$ cat src/rtl/alu_mdu_pkg.sv
// Shared execution-unit constants: ALU op codes, MDU op codes and MDU FSM states.
package alu_mdu_pkg;
  localparam int ALU_OP_LEN = 4;
  localparam logic [ALU_OP_LEN-1:0] ALU_OP_ADD = 4'd0;
  localparam logic [ALU_OP_LEN-1:0] ALU_OP_SUB = 4'd1;
  localparam logic [ALU_OP_LEN-1:0] ALU_OP_AND = 4'd2;
  localparam logic [ALU_OP_LEN-1:0] ALU_OP_OR  = 4'd3;
  localparam logic [ALU_OP_LEN-1:0] ALU_OP_XOR = 4'd4;
  localparam logic [ALU_OP_LEN-1:0] ALU_OP_SLL = 4'd5;
  localparam logic [ALU_OP_LEN-1:0] ALU_OP_SRL = 4'd6;
  localparam logic [ALU_OP_LEN-1:0] ALU_OP_SRA = 4'd7;

  localparam int MDU_OP_LEN  = 2;
  localparam int MDU_NUM_OPS = 4;
  localparam logic [MDU_OP_LEN-1:0] MDU_OP_MUL  = 2'd0;
  localparam logic [MDU_OP_LEN-1:0] MDU_OP_MULU = 2'd1;
  localparam logic [MDU_OP_LEN-1:0] MDU_OP_DIV  = 2'd2;
  localparam logic [MDU_OP_LEN-1:0] MDU_OP_DIVU = 2'd3;

  typedef enum logic [1:0] {
    MDU_IDLE = 2'd0,
    MDU_CALC = 2'd1,
    MDU_FIX  = 2'd2,
    MDU_DONE = 2'd3
  } mdu_state_t;
endpackage

$ cat src/rtl/alu_mdu_step.sv
// One iteration of the iterative multiplier/divider: shift-add or restoring shift-subtract.
module alu_mdu_step #(
  parameter int WIDTH = 32
) (
  input  logic               is_div,
  input  logic [WIDTH-1:0]   a,
  input  logic [2*WIDTH-1:0] acc,
  output logic [2*WIDTH-1:0] acc_nxt
);
  logic [WIDTH:0] sum, rem_sh, diff;

  // acc holds {hi, lo}: product-so-far/multiplier for MUL, remainder/quotient for DIV
  always_comb begin
    sum    = {1'b0, acc[2*WIDTH-1:WIDTH]} + {1'b0, (acc[0] ? a : '0)};
    rem_sh = {acc[2*WIDTH-1:WIDTH], acc[WIDTH-1]};
    diff   = rem_sh - {1'b0, a};
    if (is_div)
      acc_nxt = diff[WIDTH] ? {rem_sh[WIDTH-1:0], acc[WIDTH-2:0], 1'b0}
                            : {diff[WIDTH-1:0],   acc[WIDTH-2:0], 1'b1};
    else
      acc_nxt = {sum, acc[WIDTH-1:1]};
  end
endmodule

$ cat src/rtl/alu_mdu.sv
// Iterative multiply/divide unit: operands reduced to magnitudes, WIDTH-step core, sign fixup.
module alu_mdu
  import alu_mdu_pkg::*;
#(
  parameter int WIDTH  = 32,
  parameter int OP_LEN = MDU_OP_LEN
) (
  input  logic              clk,
  input  logic              rst_n,
  input  logic              in_valid,
  output logic              in_ready,
  input  logic [OP_LEN-1:0] op,
  input  logic [WIDTH-1:0]  in1,
  input  logic [WIDTH-1:0]  in2,
  input  logic              flush,
  output logic              out_valid,
  input  logic              out_ready,
  output logic [WIDTH-1:0]  hi,
  output logic [WIDTH-1:0]  lo,
  output logic              div_zero,
  output logic              busy
);
  localparam logic [WIDTH-1:0] CNT_LAST = WIDTH'(WIDTH - 1);

  mdu_state_t         state;
  logic [WIDTH-1:0]   cnt, a_q;
  logic [2*WIDTH-1:0] acc, acc_nxt;
  logic [1:0]         op_q;
  logic               neg_lo, neg_hi, dz_q;

  logic [31:0]        op_ext;
  logic               op_ok, accept, is_signed, is_div, s1, s2, dz_in;
  logic [WIDTH-1:0]   m1, m2;

  always_comb begin
    op_ext    = 32'(op);
    op_ok     = op_ext < 32'(MDU_NUM_OPS);
    in_ready  = (state == MDU_IDLE) && !(in_valid && !op_ok);
    accept    = in_valid && in_ready;
    busy      = (state != MDU_IDLE);
    is_signed = !op[0];
    is_div    = op[1];
    s1        = is_signed && in1[WIDTH-1];
    s2        = is_signed && in2[WIDTH-1];
    m1        = s1 ? -in1 : in1;
    m2        = s2 ? -in2 : in2;
    dz_in     = is_div && (in2 == '0);
  end

  alu_mdu_step #(.WIDTH(WIDTH)) u_step (
    .is_div  (op_q[1]),
    .a       (a_q),
    .acc     (acc),
    .acc_nxt (acc_nxt)
  );

  // Outputs load one edge after DONE is entered, so hi/lo stay zero until out_valid
  always_ff @(posedge clk or negedge rst_n) begin
    if (!rst_n) begin
      state     <= MDU_IDLE;
      cnt       <= '0;
      op_q      <= '0;
      a_q       <= '0;
      acc       <= '0;
      neg_lo    <= 1'b0;
      neg_hi    <= 1'b0;
      dz_q      <= 1'b0;
      out_valid <= 1'b0;
      hi        <= '0;
      lo        <= '0;
      div_zero  <= 1'b0;
    end else if (flush) begin
      state     <= MDU_IDLE;
      cnt       <= '0;
      dz_q      <= 1'b0;
      out_valid <= 1'b0;
      hi        <= '0;
      lo        <= '0;
      div_zero  <= 1'b0;
    end else begin
      case (state)
        MDU_IDLE: if (accept) begin
          op_q   <= op[1:0];
          cnt    <= '0;
          neg_lo <= s1 ^ s2;
          neg_hi <= is_div ? s1 : (s1 ^ s2);
          if (dz_in) begin
            acc   <= {in1, {WIDTH{1'b1}}};
            dz_q  <= 1'b1;
            state <= MDU_DONE;
          end else begin
            a_q   <= is_div ? m2 : m1;
            acc   <= {{WIDTH{1'b0}}, (is_div ? m1 : m2)};
            dz_q  <= 1'b0;
            state <= MDU_CALC;
          end
        end
        MDU_CALC: begin
          acc <= acc_nxt;
          cnt <= cnt + 1'b1;
          if (cnt == CNT_LAST) begin
            cnt   <= '0;
            state <= MDU_FIX;
          end
        end
        MDU_FIX: begin
          if (op_q[1])
            acc <= {(neg_hi ? -acc[2*WIDTH-1:WIDTH] : acc[2*WIDTH-1:WIDTH]),
                    (neg_lo ? -acc[WIDTH-1:0]       : acc[WIDTH-1:0])};
          else
            acc <= neg_lo ? -acc : acc;
          state <= MDU_DONE;
        end
        MDU_DONE: begin
          if (!out_valid) begin
            out_valid <= 1'b1;
            hi        <= acc[2*WIDTH-1:WIDTH];
            lo        <= acc[WIDTH-1:0];
            div_zero  <= dz_q;
          end else if (out_ready) begin
            out_valid <= 1'b0;
            hi        <= '0;
            lo        <= '0;
            div_zero  <= 1'b0;
            state     <= MDU_IDLE;
          end
        end
        default: state <= MDU_IDLE;
      endcase
    end
  end
endmodule

$ cat config.mk
export PLATFORM = sky130hd
export DESIGN_NAME = alu_mdu
export DESIGN_NICKNAME = d
export VERILOG_FILES = /design/src/rtl/alu_mdu_pkg.sv /design/src/rtl/alu_mdu_step.sv /design/src/rtl/alu_mdu.sv
export SDC_FILE = /design/constraint.sdc
export NUM_CORES = 1
export LEC_CHECK = 0
export CORE_AREA = 3 3 243 245
export DETAILED_ROUTE_END_ITERATION = 6
export DIE_AREA = 0 0 246 248
export DONT_BUFFER_PORTS = 1
export SYNTH_ARGS = -nofsm -noshare
export SYNTH_HDL_FRONTEND = slang
export SYNTH_SLANG_ARGS = --single-unit
$ cat constraint.sdc
create_clock -name clk -period 4.1 [get_ports clk]
set_input_delay 0.41 -clock clk [delete_from_list [all_inputs] [get_ports clk]]
set_output_delay 0.41 -clock clk [all_outputs]
set_load 0.005 [all_outputs]
==> results of run 1 <==
-- repair_timing --
action,in CTS,in global routing
endpoints found under the hold margin,202,200
endpoints found under the setup margin,0,4
resized for setup,0,2
-- metrics by stage --
step	std cells	utilization (%)	area, µm²	worst slack [ns]
floorplan	2243	-	17100	0.659
CTS	2971	32.6	18700	0.228
global placement	2939	31.6	18100	0.279
detailed placement	2939	31.6	18100	0.240
finish	2972	32.6	18700	0.199
global route	2971	32.6	18700	0.0706
-- routing by layer --
layer / track usage, % / vias up / part of all wire, %
met5: 0 / - / 0.053
met4: 11.6 / 4 / 5.5
met3: 5.88 / 167 / 9.5
met2: 33.4 / 745 / 44
met1: 27.8 / 8215 / 41
li1: - / 7934 / -
-- cells in the final DEF (no fill, tap or decap), types with 41 or more instances in the layout --
| master | n |
|---|---|
| sky130_fd_sc_hd__nor3_1 | 58 |
| sky130_fd_sc_hd__nand3_1 | 42 |
| sky130_fd_sc_hd__dfrtp_1 | 199 |
| sky130_fd_sc_hd__ha_1 | 71 |
| sky130_fd_sc_hd__xnor2_1 | 83 |
| sky130_fd_sc_hd__o31ai_1 | 41 |
| sky130_fd_sc_hd__inv_1 | 70 |
| sky130_fd_sc_hd__nand2_1 | 338 |
| sky130_fd_sc_hd__buf_4 | 66 |
| sky130_fd_sc_hd__xor2_1 | 73 |
| sky130_fd_sc_hd__a21oi_1 | 218 |
| sky130_fd_sc_hd__nor2_1 | 216 |
| sky130_fd_sc_hd__o21ai_0 | 225 |
-- final cells by class --
type	instances	share of cell area [%]
Multi-Input combinational cell	1832	60.6
Antenna cell	1	0.0134
Tap cell	765	5.12
Inverter	74	1.51
Clock buffer	21	2.52
Sequential cell	200	26.8
Timing Repair Buffer	69	2.92
Clock inverter	10	0.502
-- power breakdown --
part	leakage (µW)	switching [µW]	total (µW)	internal [µW]
Clock	0.000272	821	1710	885
Sequential	0.00262	767	3370	2600
Combinational	0.00482	6060	9560	3510
-- sequential cells by signal (all words and copies together) (netlist names) --
| register | cells |
|---|---|
| a_q | 32 |
| acc | 64 |
| cnt | 32 |
| div_zero | 1 |
| dz_q | 1 |
| hi | 32 |
| lo | 32 |
| neg_hi | 1 |
| neg_lo | 1 |
| op_q | 1 |
| out_valid | 1 |
| state | 2 |
-- worst paths after layout --
path,start,to,slack (ns),depth (start not counted)
worst max-delay path,a_q[23]$_DFFE_PN0P_,acc[34]$_DFFE_PN0P_,0.20,13
worst min-delay path,rst_n,lo[20]$_DFFE_PN0P_,-0.35,0
worst max register to register,a_q[23]$_DFFE_PN0P_,acc[34]$_DFFE_PN0P_,0.20,13
worst min register to register,neg_hi$_DFFE_PN0P_,neg_hi$_DFFE_PN0P_,0.48,2
max in group asynchronous,rst_n,acc[41]$_DFFE_PN0P_,4.11,0
min in group clk,op[0],neg_hi$_DFFE_PN0P_,0.03,1
-- worst max-delay path: cells and delay by family (launching register included) --
| kind | cells | cell delay, ns |
|---|---|---|
| AND/OR/NAND/NOR | 2 | 0.15 |
| flip-flops | 1 | 0.39 |
| buffers and inverters | 2 | 0.39 |
| XOR/XNOR | 1 | 0.34 |
| adder cells (fa/ha/maj) | 1 | 0.32 |
| AO/OA/AOI/OAI | 7 | 2.18 |
-- kinds of logic after synthesis --
family | Yosys count | synth area share, %
compound gates | 708 | 25.5
fa+ha+maj | 75 | 5.56
mux | 69 | 4.25
buf+inv | 211 | 4.87
xor+xnor | 157 | 8.07
simple gates | 823 | 22.5
flops | 200 | 29.2
==> flow_results.org, run 1 <==
** Cells and area
- Combined flip-flop and latch cell area :: 5010 µm²
- Area taken by multi-input logic gates :: 11300 µm²
- Ratio of cells with drive above 1 in the final layout :: 8.07%
- Net total in the final layout :: 2340
- After filler insertion, the fill cell instance count of the layout stands at 6027.
- Relative to the synthesized area, the layout overhead comes to 9.11%.

** Clock tree
- CTS H-Tree Depth :: 4
- Clock-pin slew was measured on the worst setup and hold paths at 0.08 ns.
- Insertion delay to the later sink of the worst-skew pair :: 0.47 ns
- TritonCTS created 17 clock buffers.
- TritonCTS built the clock tree.
- CTS hold repair buffers :: 1
- Worst-case clock buffer depth :: 2
- CTS Sinks :: 200
- Post-CTS timing repair inserted 0 buffers for setup.
- The root buffer cell chosen for the clock tree is sky130_fd_sc_hd__clkbuf_16.

** Logic synthesis
- For this run, the number of Yosys warnings is 0.
- For this run, the register share of the synthesized area comes to 29.2%.
- Ranked by instance count, the synthesized netlist is headed by 338 x sky130_fd_sc_hd__nand2_1, 225 x sky130_fd_sc_hd__o21ai_0, 221 x sky130_fd_sc_hd__a21oi_1.
- Fraction of synthesized cell area taken by the top area cell type :: 29.2%
- In this run, synthesis inferred 0 flip-flops with an integrated enable.
- Most common flop cell mapped by yosys :: sky130_fd_sc_hd__dfrtp_1
- Net count after synthesis :: 2389
- Mean post-synth cell area :: 7.64 µm²
- The netlist uses 91 different library cells.
- Register bit count reported by yosys :: 200
- Cell area after synthesis :: 17100 µm²
- Most common cell in the netlist :: sky130_fd_sc_hd__nand2_1
- Post-synthesis cell count :: 2243
- Share of synthesized registers carrying an async set or reset :: 100%
- In the post-synthesis netlist, the biggest area contributors are sky130_fd_sc_hd__dfrtp_1 29%, sky130_fd_sc_hd__nand2_1 7.4%, sky130_fd_sc_hd__o21ai_0 6.6%, sky130_fd_sc_hd__a21oi_1 6.5%, sky130_fd_sc_hd__ha_1 5.3%.
- Library cell occupying the most area in the post-synthesis netlist :: sky130_fd_sc_hd__dfrtp_1

** Die
- Count of standard-cell rows :: 88
- Core region area :: 57400 µm²
- The floorplan step defined a die boundary enclosing 61000 µm².
- For this configuration, the core starts out at a cell density of 29.9%.
- The die is 248 µm tall.
- Horizontal die dimension :: 246 µm
- IO Count :: 139

** Pwr
- Maximum resistive drop on vdd :: 0.418 mV
- In this run the power density over the cells is 783 nW/µm².
- Pwr Total :: 14600 µW
- The analysis attributes to cell leakage a power of 0.00772 µW.

** Worst setup path
- Critical Path Source Type :: flip-flop
- STA classifies the critical path endpoint as a flip-flop.
- For this run, the slowest stage of the critical path takes 0.40 ns.
- Among all stages on the critical path, the largest delay is contributed by sky130_fd_sc_hd__a21oi_1.
- Arrival @ worst endpoint :: 4.24 ns
- Kind of critical path :: reg -> reg
- The critical path goes through inv_1 > ha_1 > a21oi_1 > o21ai_0 > a22oi_1 > a41oi_1 > a41oi_2 > xor2_1 > buf_12 > nand2_1 > a31o_2 > a221oi_1 > nor3_1.
- Largest fanout on the critical path :: 18
- Data on the critical path is required at its endpoint by 4.44 ns.

** STA
- Worst hold margin :: -0.353 ns
- Max-slew headroom :: 27.1%
- The number of hold violations in the final report is 200.
- RSZ-0062 raised after global routing :: false
- Total Negative Setup Slacks :: 0 ns
- Setup violations remaining at the end of the flow were counted as 0.
- For the pin with the worst max-slew slack, the measured transition is 1.09 ns.
- The worst path uses 95.2% of the clock period.
- Static timing analysis puts the maximum clock frequency at 256 MHz.
- Clock skew :: 0.0152 ns
- The routed design could run at a clock period as short as 3.90 ns.
- The number of max-slew violations in the final report came to 0.

** Global routing
- The number of antenna violations at the first check in global routing came to 4.
- After global routing the overflow that remains totals 0.
- Across every metal layer, demand over resource in global routing totals 21.7%.
- First-pass GRT wire length :: 101000 µm
- The via count of the first global-routing pass came to 15800.
- Entering global routing, the biggest net connects 201 pins.

** Outcome
- Failing checks :: hold timing
- The flow ran to the end, but the final reports show violations.

** Worst hold path
- Hold Path Class :: in -> async

** Drt
- The count of nets left with antenna violations once routing finished came out at 0.
- In the routed design, unresolved DRC markers number 0.
- Final routed wirelength across all metal layers :: 67900 µm
- In the routed layout, each cell is associated on average with a via count of 5.74.
- The first detailed-routing pass ran for 5 iterations.
- The final route contains 17100 vias.
- Average wire length per cell after detail routing :: 22.9 µm
- Number of design-rule violations left by the first detailed-router iteration :: 1852

** Placed design
- Input and output buffers added on the ports amount to 0.
- The wire-length estimate of the detail-placed layout is 51300 µm.
- The congestion estimate from routability-driven global placement came to 0.956.

** Job
- Across the run, the number of max-cap violations was 0.
No activity file was read; power rests on OpenSTA's default activity.
==> run 2: changes to the inputs <==
--- a/config.mk
+++ b/config.mk
@@ -5,10 +5,11 @@
 export SDC_FILE = /design/constraint.sdc
 export NUM_CORES = 1
 export LEC_CHECK = 0
-export CORE_AREA = 3 3 243 245
+export CORE_AREA = 3 3 250 252
 export DETAILED_ROUTE_END_ITERATION = 6
-export DIE_AREA = 0 0 246 248
+export DIE_AREA = 0 0 253 255
 export DONT_BUFFER_PORTS = 1
 export SYNTH_ARGS = -nofsm -noshare
 export SYNTH_HDL_FRONTEND = slang
+export SYNTH_HIERARCHICAL = 1
 export SYNTH_SLANG_ARGS = --single-unit
==> flow_results.org, run 2 <==
** Logic synthesis
- Compound-gate portion of the synthesized area :: 24.5% (-1.0 points)
- Proportion of synthesized chip area in sequential cells :: 27.6% (-1.6 points)
- The number of unique standard cell types used by synthesis was 91 (unchanged).
- Cell area after synthesis :: 18200 µm² (+5.9%)
- Mean post-synth cell area :: 7.68 µm² (+0.52%)
- Mux contribution to synthesized area :: 5.70% (+1.5 points)
- The biggest area contributor in the post-synthesis netlist is sky130_fd_sc_hd__dfrtp_1.
- The number of synthesized register bits is 200 (unchanged).
- The fraction of post-synthesis cell area in the top cell type by area was 27.6% (-1.6 points).
- The xor/xnor cell area share of the yosys netlist is 7.38% (-0.69 points).
- After synthesis, the cell types taking the most area are sky130_fd_sc_hd__dfrtp_1 28%, sky130_fd_sc_hd__nand2_1 7.6%, sky130_fd_sc_hd__a21oi_1 5.0%, sky130_fd_sc_hd__ha_1 5.0%, sky130_fd_sc_hd__xnor2_1 4.3%.
- Warnings from Yosys :: 6 (+6)
- Synthesized-area fraction occupied by and/or/nand/nor cells :: 24.5% (+2.0 points)
- Adder-cell area share of the yosys netlist :: 5.25% (-0.31 points)
- Main combinational cell family by area after synthesis :: simple AND/OR/NAND/NOR gates
- The number of flops mapped to enable cells by yosys is 0 (unchanged).
- Sorting the synthesized cells by how often they occur yields 369 x sky130_fd_sc_hd__nand2_1, 200 x sky130_fd_sc_hd__dfrtp_1, 195 x sky130_fd_sc_hd__nor2_1.
- Post-synthesis cell count :: 2364 (+5.4%)
- Share of synthesized registers carrying an async set or reset :: 100% (unchanged)
- Net count after synthesis :: 2510 (+5.1%)
- By instance count, the leading cell after synthesis is sky130_fd_sc_hd__nand2_1.
- The most used flip-flop cell after synthesis is sky130_fd_sc_hd__dfrtp_1.

** Worst setup path
- Required time reported for the critical path endpoint :: 4.49 ns (+0.05 ns)
- Largest fanout on the critical path :: 7 (-11)
- Critical Path Source Type :: flip-flop
- The worst setup path is of the reg -> reg kind.
- CP endpoint kind :: flip-flop
- Arrival @ worst endpoint :: 4.28 ns (+0.04 ns)
- The worst setup slack for register-to-register paths was 0.20 ns (about the same).

** Clock tree
- The tree is rooted in a sky130_fd_sc_hd__clkbuf_16.
- Worst-case clock buffer depth :: 2 (unchanged)
- The number of hold buffers added after cts was 2 (+1).
- Clock slew at reported path FFs :: 0.09 ns (about the same)
- TritonCTS built the clock tree.
- Number of buffers created by CTS :: 17 (unchanged)
- The number of sinks driven by the clock tree was 200 (unchanged).
- The maximum level of the CTS H-tree came to 4 (unchanged).
- The clock latency on the worst-skew pair is 0.50 ns (+0.03 ns).

** Global routing
- The sum of overflow across all layers after global routing came to 0 (unchanged).
- The layer flagged by global routing as most heavily used is met1.
- The via count of the first global-routing pass was 16800 (+6.4%).
- The met2 usage was 29.7% (-3.7 points).
- The number of antenna violations at the first check in global routing came to 0 (-4).
- The global-route wire length before repair is 106000 µm (+4.8%).
- The met3 track demand over resource came to 6.63% (+0.75 points).
- Global router's overall resource usage :: 21.4% (-0.38 points)
- Global-route track usage on met1 :: 31.3% (+3.5 points)
- The largest net degree at the start of global routing came to 201 (unchanged).

** STA
- The final sum of negative setup slack is 0 ns (unchanged).
- Final worst path period share :: 95.1% (about the same)
- Worst hold margin :: -0.390 ns (-0.0370 ns)
- Worst-margin pin slew :: 0.917 ns (-0.177 ns)
- Final Max Slew Viols :: 0 (unchanged)
- Final Hold Viols :: 200 (unchanged)
- Clock skew :: 0.0139 ns (-0.00126 ns)
- Maximum frequency from static timing analysis :: 257 MHz (about the same)
- The number of failing setup endpoints in the final timing report is 0 (unchanged).
- The post-layout minimum cycle time is 3.90 ns (-0.00276 ns).
- The worst max-slew margin expressed relative to the limit was 38.3% (+11 points).
- The least setup slack across all paths after layout is 0.202 ns (+0.00276 ns).

** Worst hold path
- Hold Path Class :: in -> async

** Cells and area
- Layout-stage area growth over the synthesis result :: 9.13% (about the same)
- Most frequent cells in the layout :: 369 x sky130_fd_sc_hd__nand2_1, 198 x sky130_fd_sc_hd__dfrtp_1, 194 x sky130_fd_sc_hd__nor2_1
- Number of flip-flops under the largest register name :: 64 (unchanged)
- Fillers :: 6448 (+7.0%)
- Area of all placed cells without fillers :: 19800 µm² (+6.0%)
- The antenna diode count came to 0 (-1).
- Most common cell after layout, fill and taps aside :: sky130_fd_sc_hd__nand2_1
- Ratio of cells with drive above 1 in the final layout :: 9.61% (+1.5 points)
- Top reg by flops :: acc
- Net total in the final layout :: 2453 (+4.8%)

** Drt
- Routed vias/inst :: 5.91 (+2.9%)
- The iteration count of the initial detailed-routing pass is 6 (+1).
- DRC violations left :: 0 (unchanged)
- Number of design-rule violations left by the first detailed-router iteration :: 2138 (+15%)
- The detailed-route wire length per cell was 22.8 µm (-0.37%).
- The routed via count was 18300 (+7.4%).
- The number of antenna-violating nets in the routed design was 0 (unchanged).
- The final wirelength is 70600 µm (+4.0%).

** Die
- The standard-cell row count was 90 (+2.3%).
- Horizontal die dimension :: 253 µm (+2.8%)
- Core region area :: 60400 µm² (+5.2%)
- The y dimension of the die is 255 µm (+2.8%).
- Initial core utilization :: 30.1% (+0.21 points)
- IO Count :: 139 (unchanged)
- Die outline area :: 64500 µm² (+5.7%)

** Placed design
- Final RePlAce weighted congestion :: 0.975 (+2.0%)
- The total of buffers placed on input and output ports came to 0 (unchanged).
- Worst slack at placement :: 0.212 ns (-0.0284 ns)
- The half-perimeter wire length of the detailed placement result came to 53800 µm (+4.7%).
- Placed cell area :: 19100 µm² (+5.6%)

** Outcome
- The final reports fail on hold timing.
- Outcome :: finished, violations left

** Pwr
- The highest ir drop seen on vdd is 0.353 mV (-16%).
- Power per cell area :: 828 nW/µm² (+5.7%)
- Pwr Total :: 16400 µW (+12%)
- The static leakage power came to 0.00811 µW (+5.1%).

** Job
- The total of max-cap violations was 0 (unchanged).
run 2: cell types whose count changed after synthesis, sizes merged, moves of 29 or more:
cell,delta
a21oi,-36
nand2,+30
a31oi,+44
o21ai,-79
mux2,+29
and2,+35
run 2: worst paths after layout:
| check | depth (start not counted) | startpoint | end |
|---|---|---|---|
| worst max-delay path | 19 | acc[31]$_DFFE_PN0P_ | acc[57]$_DFFE_PN0P_ |
| worst min-delay path | 0 | rst_n | cnt[27]$_DFFE_PN0P_ |
| worst max register to register | 19 | acc[31]$_DFFE_PN0P_ | acc[57]$_DFFE_PN0P_ |
| worst min register to register | 2 | neg_hi$_DFFE_PN0P_ | neg_hi$_DFFE_PN0P_ |
| max in group asynchronous | 0 | rst_n | op_q[1]$_DFFE_PN0P_ |
| min in group clk | 2 | in1[31] | a_q[31]$_DFFE_PN0P_ |
run 2: metrics by stage:
stage / instances / utilization [%]
6_report: 3102 / 32.8
5_1_grt: 3102 / 32.8
4_1_cts: 3098 / 32.7
3_5_place_dp: 3064 / 31.7
3_3_place_gp: 3064 / 31.7
2_1_floorplan: 2364 / -
run 2: cell families after synthesis:
kind of cell	after synthesis
AO/OA/AOI/OAI	681
multiplexers	96
flip-flops	200
adder cells (fa/ha/maj)	75
AND/OR/NAND/NOR	929
XOR/XNOR	150
buffers and inverters	233
run 2: final cells by class:
cell class / instances / area (µm²) / area share [%]
Clock buffer: 17 / 425 / 2.15
Clock inverter: 15 / 196 / 0.992
Inverter: 78 / 293 / 1.48
Multi-Input combinational cell: 1931 / 12200 / 61.8
Sequential cell: 200 / 5010 / 25.3
Tap cell: 782 / 978 / 4.94
Timing Repair Buffer: 79 / 661 / 3.33
run 2: report_power, final:
part           total (µW)  leakage (µW)  switching, µW  internal, µW
Combinational       10700       0.00521           6520          4210
Clock                1860      0.000305            971           889
Sequential           3810       0.00259           1200          2610
run 2: worst max-delay path, cell delays in order (launching register included):
cell	delay, ns
sky130_fd_sc_hd__dfrtp_1	0.35
sky130_fd_sc_hd__inv_1	0.08
sky130_fd_sc_hd__ha_1	0.22
sky130_fd_sc_hd__fa_1	0.40
sky130_fd_sc_hd__nand2b_1	0.22
sky130_fd_sc_hd__a21oi_1	0.22
sky130_fd_sc_hd__o21ai_1	0.18
sky130_fd_sc_hd__o21ai_2	0.30
sky130_fd_sc_hd__a31oi_4	0.17
sky130_fd_sc_hd__a21oi_4	0.28
sky130_fd_sc_hd__xor2_4	0.13
sky130_fd_sc_hd__buf_12	0.17
sky130_fd_sc_hd__buf_4	0.13
sky130_fd_sc_hd__nand2_1	0.05
sky130_fd_sc_hd__a31oi_1	0.08
sky130_fd_sc_hd__nand2_1	0.11
sky130_fd_sc_hd__nand2_1	0.06
sky130_fd_sc_hd__or3b_2	0.44
sky130_fd_sc_hd__a21oi_1	0.13
sky130_fd_sc_hd__a211oi_1	0.07
run 2: timing repair:
item / 4_1_cts / 5_1_grt
gates resized for setup: 0 / 2
setup buffers: 0 / 4
hold endpoints to repair: 206 / 200
setup endpoints to repair: 0 / 3
run 2: per-layer routing:
| layer | wire [µm] | vias to the layer above |
|---|---|---|
| li1 | - | 8462 |
| met1 | 32300 | 8840 |
| met2 | 28400 | 941 |
| met3 | 8150 | 93 |
| met4 | 1790 | 0 |
| met5 | 0 | - |
==> run 3: changes to the inputs <==
--- a/config.mk
+++ b/config.mk
@@ -5,10 +5,11 @@
 export SDC_FILE = /design/constraint.sdc
 export NUM_CORES = 1
 export LEC_CHECK = 0
-export CORE_AREA = 3 3 250 252
+export CORE_AREA = 2 2 249 251
 export DETAILED_ROUTE_END_ITERATION = 6
-export DIE_AREA = 0 0 253 255
+export DIE_AREA = 0 0 251 253
 export DONT_BUFFER_PORTS = 1
+export REMOVE_ABC_BUFFERS = 1
 export SYNTH_ARGS = -nofsm -noshare
 export SYNTH_HDL_FRONTEND = slang
 export SYNTH_HIERARCHICAL = 1
==> flow_results.org, run 3 (synthesis results as in run 2) <==
** Worst setup path
- CP endpoint kind :: flip-flop
- Reg2Reg Depth :: 18 (-1)
- The largest driver fanout on the critical path came to 12 (+5).
- The endpoint required time on the critical path was 4.49 ns (about the same).
- The arrival time at the worst endpoint was 4.23 ns (-0.05 ns).
- Kind of critical path :: reg -> reg
- The worst setup slack for register-to-register paths is 0.26 ns (+0.06 ns).
- Critical Path Source Type :: flip-flop

** Drt
- The mean number of vias per cell came to 5.85 (-1.1%).
- Final routed wirelength across all metal layers :: 73000 µm (+3.3%)
- Number of optimization iterations in the first detailed-route pass :: 7 (+1)
- The DRC marker count from the first detailed-route iteration was 1985 (-7.2%).
- The routed via count was 18300 (-0.29%).
- The detailed-route wire length per cell came to 23.3 µm (+2.5%).
- DRC violations left :: 0 (unchanged)
- Post-DRT Antenna Nets :: 0 (unchanged)

** Die
- The overall die area was 63500 µm² (-1.6%).
- The effective utilization at floorplan is 29.7% (-0.33 points).
- Count of standard-cell rows :: 91 (+1.1%)
- Horizontal die dimension :: 251 µm (-0.79%)
- The number of ports placed on the die boundary came to 139 (unchanged).
- The core area came to 61000 µm² (+1.1%).
- Die span in y :: 253 µm (-0.78%)

** Clock tree
- CTS hold repair buffers :: 2 (unchanged)
- The tree is rooted in a sky130_fd_sc_hd__clkbuf_16.
- The number of clock buffers inserted by TritonCTS came to 17 (unchanged).
- TritonCTS built the clock tree.
- The clock-pin slew reported for the worst setup and hold paths after clock tree synthesis came to 0.08 ns (about the same).
- The buffer depth of the longest clock path was 2 (unchanged).
- CTS Sinks :: 200 (unchanged)
- The clock latency on the worst-skew pair is 0.51 ns (about the same).
- CTS H-Tree Depth :: 4 (unchanged)

** STA
- Final Hold Viols :: 200 (unchanged)
- Total Negative Setup Slacks :: 0 ns (unchanged)
- The number of failing setup endpoints in the final timing report was 0 (unchanged).
- The transition time of the tightest slew-check pin is 1.17 ns (+0.258 ns).
- The post-route fraction of the period consumed by the critical path is 93.7% (-1.4 points).
- The top achievable clock speed came to 260 MHz (+1.5%).
- The worst max-slew margin expressed relative to the limit was 21.7% (-17 points).
- Worst hold margin :: -0.391 ns (-0.000953 ns)
- Clock skew :: 0.0103 ns (-0.00367 ns)
- Setup repair after global routing left no endpoint under its margin.
- Final Max Slew Viols :: 0 (unchanged)
- The post-layout minimum cycle time was 3.84 ns (-0.0567 ns).

** Worst hold path
- In this run the worst hold path is classified as in -> async.

** Pwr
- Lkg Pwr :: 0.00819 µW (+0.92%)
- The total power draw is 16200 µW (-1.5%).
- The power density over cell area came to 809 nW/µm² (-2.3%).
- Maximum resistive drop on vdd :: 0.333 mV (-5.4%)

** Cells and area
- Relative to the synthesized area, the layout overhead comes to 9.96%.
- The library cell used most frequently in the layout, excluding fill and tap cells, is sky130_fd_sc_hd__nand2_1.
- The final layout net count came to 2470 (+0.69%).
- Top reg by flops :: acc
- The antenna diode count was 0 (unchanged).
- Number of flip-flops under the largest register name :: 64 (unchanged)
- Most frequent cells in the layout :: 369 x sky130_fd_sc_hd__nand2_1, 198 x sky130_fd_sc_hd__dfrtp_1, 194 x sky130_fd_sc_hd__nor2_1
- The layout cell share with drive strength beyond 1 was 10.3% (+0.66 points).

** Global routing
- The largest net degree at the start of global routing came to 201 (unchanged).
- The overall routing resource usage came to 22.7% (+1.4 points).
- The via count of the first global-routing pass was 17400 (+3.5%).
- The sum of overflow across all layers after global routing came to 0 (unchanged).
- First-pass GRT wire length :: 110000 µm (+4.2%)
- The number of antenna violations at the first check in global routing is 1 (+1).

** Outcome
- The flow ran to the end, but the final reports show violations.
- The final reports fail on hold timing.

** Placed design
- Final RePlAce weighted congestion :: 0.973 (-0.29%)
- Sum of net half-perimeters after detailed placement :: 53500 µm (-0.46%)
- Buffers on Ports :: 0 (unchanged)

** Job
- Number of max-cap violations :: 0 (unchanged)
==> run 3: changes by cell type in the layout (fill, tap and decap cells not counted), moves of 2 or more <==
| cell | delta |
|---|---|
| sky130_fd_sc_hd__clkbuf_1 | +3 |
| sky130_fd_sc_hd__inv_8 | -2 |
| sky130_fd_sc_hd__clkinv_8 | -4 |
| sky130_fd_sc_hd__buf_6 | +2 |
| sky130_fd_sc_hd__clkbuf_8 | +2 |
| sky130_fd_sc_hd__clkinvlp_4 | +2 |
| sky130_fd_sc_hd__buf_4 | +15 |
==> run 3: layout make-up <==
type	instances	area (µm²)
fill	6410	41100
multi-input combinational	1931	12300
sequential	200	5010
tap	790	988
timing repair buffer	96	796
clock buffer	22	464
inverter	78	293
clock inverter	10	133
==> run 3: what timing repair did <==
item / 4_1_cts / 5_1_grt
hold endpoints to repair: 206 / 200
setup buffers: 0 / 2
setup endpoints to repair: 0 / 20
gates resized for setup: 0 / 9
==> run 3: layer usage <==
metal	routed length [µm]	share of wire, %	global-route usage, %
met4	2720	3.7	9.17
met1	31400	43	29.3
met3	6580	9.0	6.41
met5	49	0.067	0.772
met2	32200	44	35.6
==> run 3: critical path, cell delays in order (launching register included) <==
cell and delay (ns):
sky130_fd_sc_hd__dfrtp_1 0.37, sky130_fd_sc_hd__inv_1 0.10, sky130_fd_sc_hd__ha_1 0.23, sky130_fd_sc_hd__fa_1 0.38, sky130_fd_sc_hd__nand2b_1 0.22, sky130_fd_sc_hd__a21oi_4 0.20
sky130_fd_sc_hd__o21ai_2 0.13, sky130_fd_sc_hd__o21ai_2 0.28, sky130_fd_sc_hd__a31oi_4 0.17, sky130_fd_sc_hd__a21oi_4 0.27, sky130_fd_sc_hd__buf_12 0.15, sky130_fd_sc_hd__xnor2_4 0.16
sky130_fd_sc_hd__nand2_1 0.14, sky130_fd_sc_hd__a31oi_1 0.09, sky130_fd_sc_hd__nand2_1 0.09, sky130_fd_sc_hd__nand2_1 0.08, sky130_fd_sc_hd__or3b_2 0.46, sky130_fd_sc_hd__a21oi_1 0.12
sky130_fd_sc_hd__a211oi_1 0.07
==> run 3: final timing paths <==
check                                          from             endpoint
worst max-delay path            acc[31]$_DFFE_PN0P_  acc[57]$_DFFE_PN0P_
worst min-delay path                          rst_n    hi[7]$_DFFE_PN0P_
worst min register to register   neg_hi$_DFFE_PN0P_   neg_hi$_DFFE_PN0P_
min in group clk                           in_valid     dz_q$_DFFE_PN0P_
worst max register to register  acc[31]$_DFFE_PN0P_  acc[57]$_DFFE_PN0P_
max in group asynchronous                     rst_n  op_q[1]$_DFFE_PN0P_
==> run 3: stage by stage <==
stage               setup WS (ns)  cells  hold slack (ns)  utilization [%]  instance area [µm²]
floorplan                   -1.21   2209            0.114                -                17500
global placement            0.183   3091            0.126             31.6                19300
detailed placement         0.0935   3091            0.129             31.6                19300
CTS                        0.0668   3125           -0.429             32.6                19900
global route               0.0246   3127           -0.424             32.7                20000
finish                      0.258   3127           -0.391             32.7                20000
==> run 3: power breakdown <==
group | switching [µW] | leakage, µW | internal, µW
Combinational | 6450 | 0.00531 | 4200
Clock | 916 | 0.000286 | 946
Sequential | 1040 | 0.00259 | 2620
Total | 8400 | 0.00819 | 7760
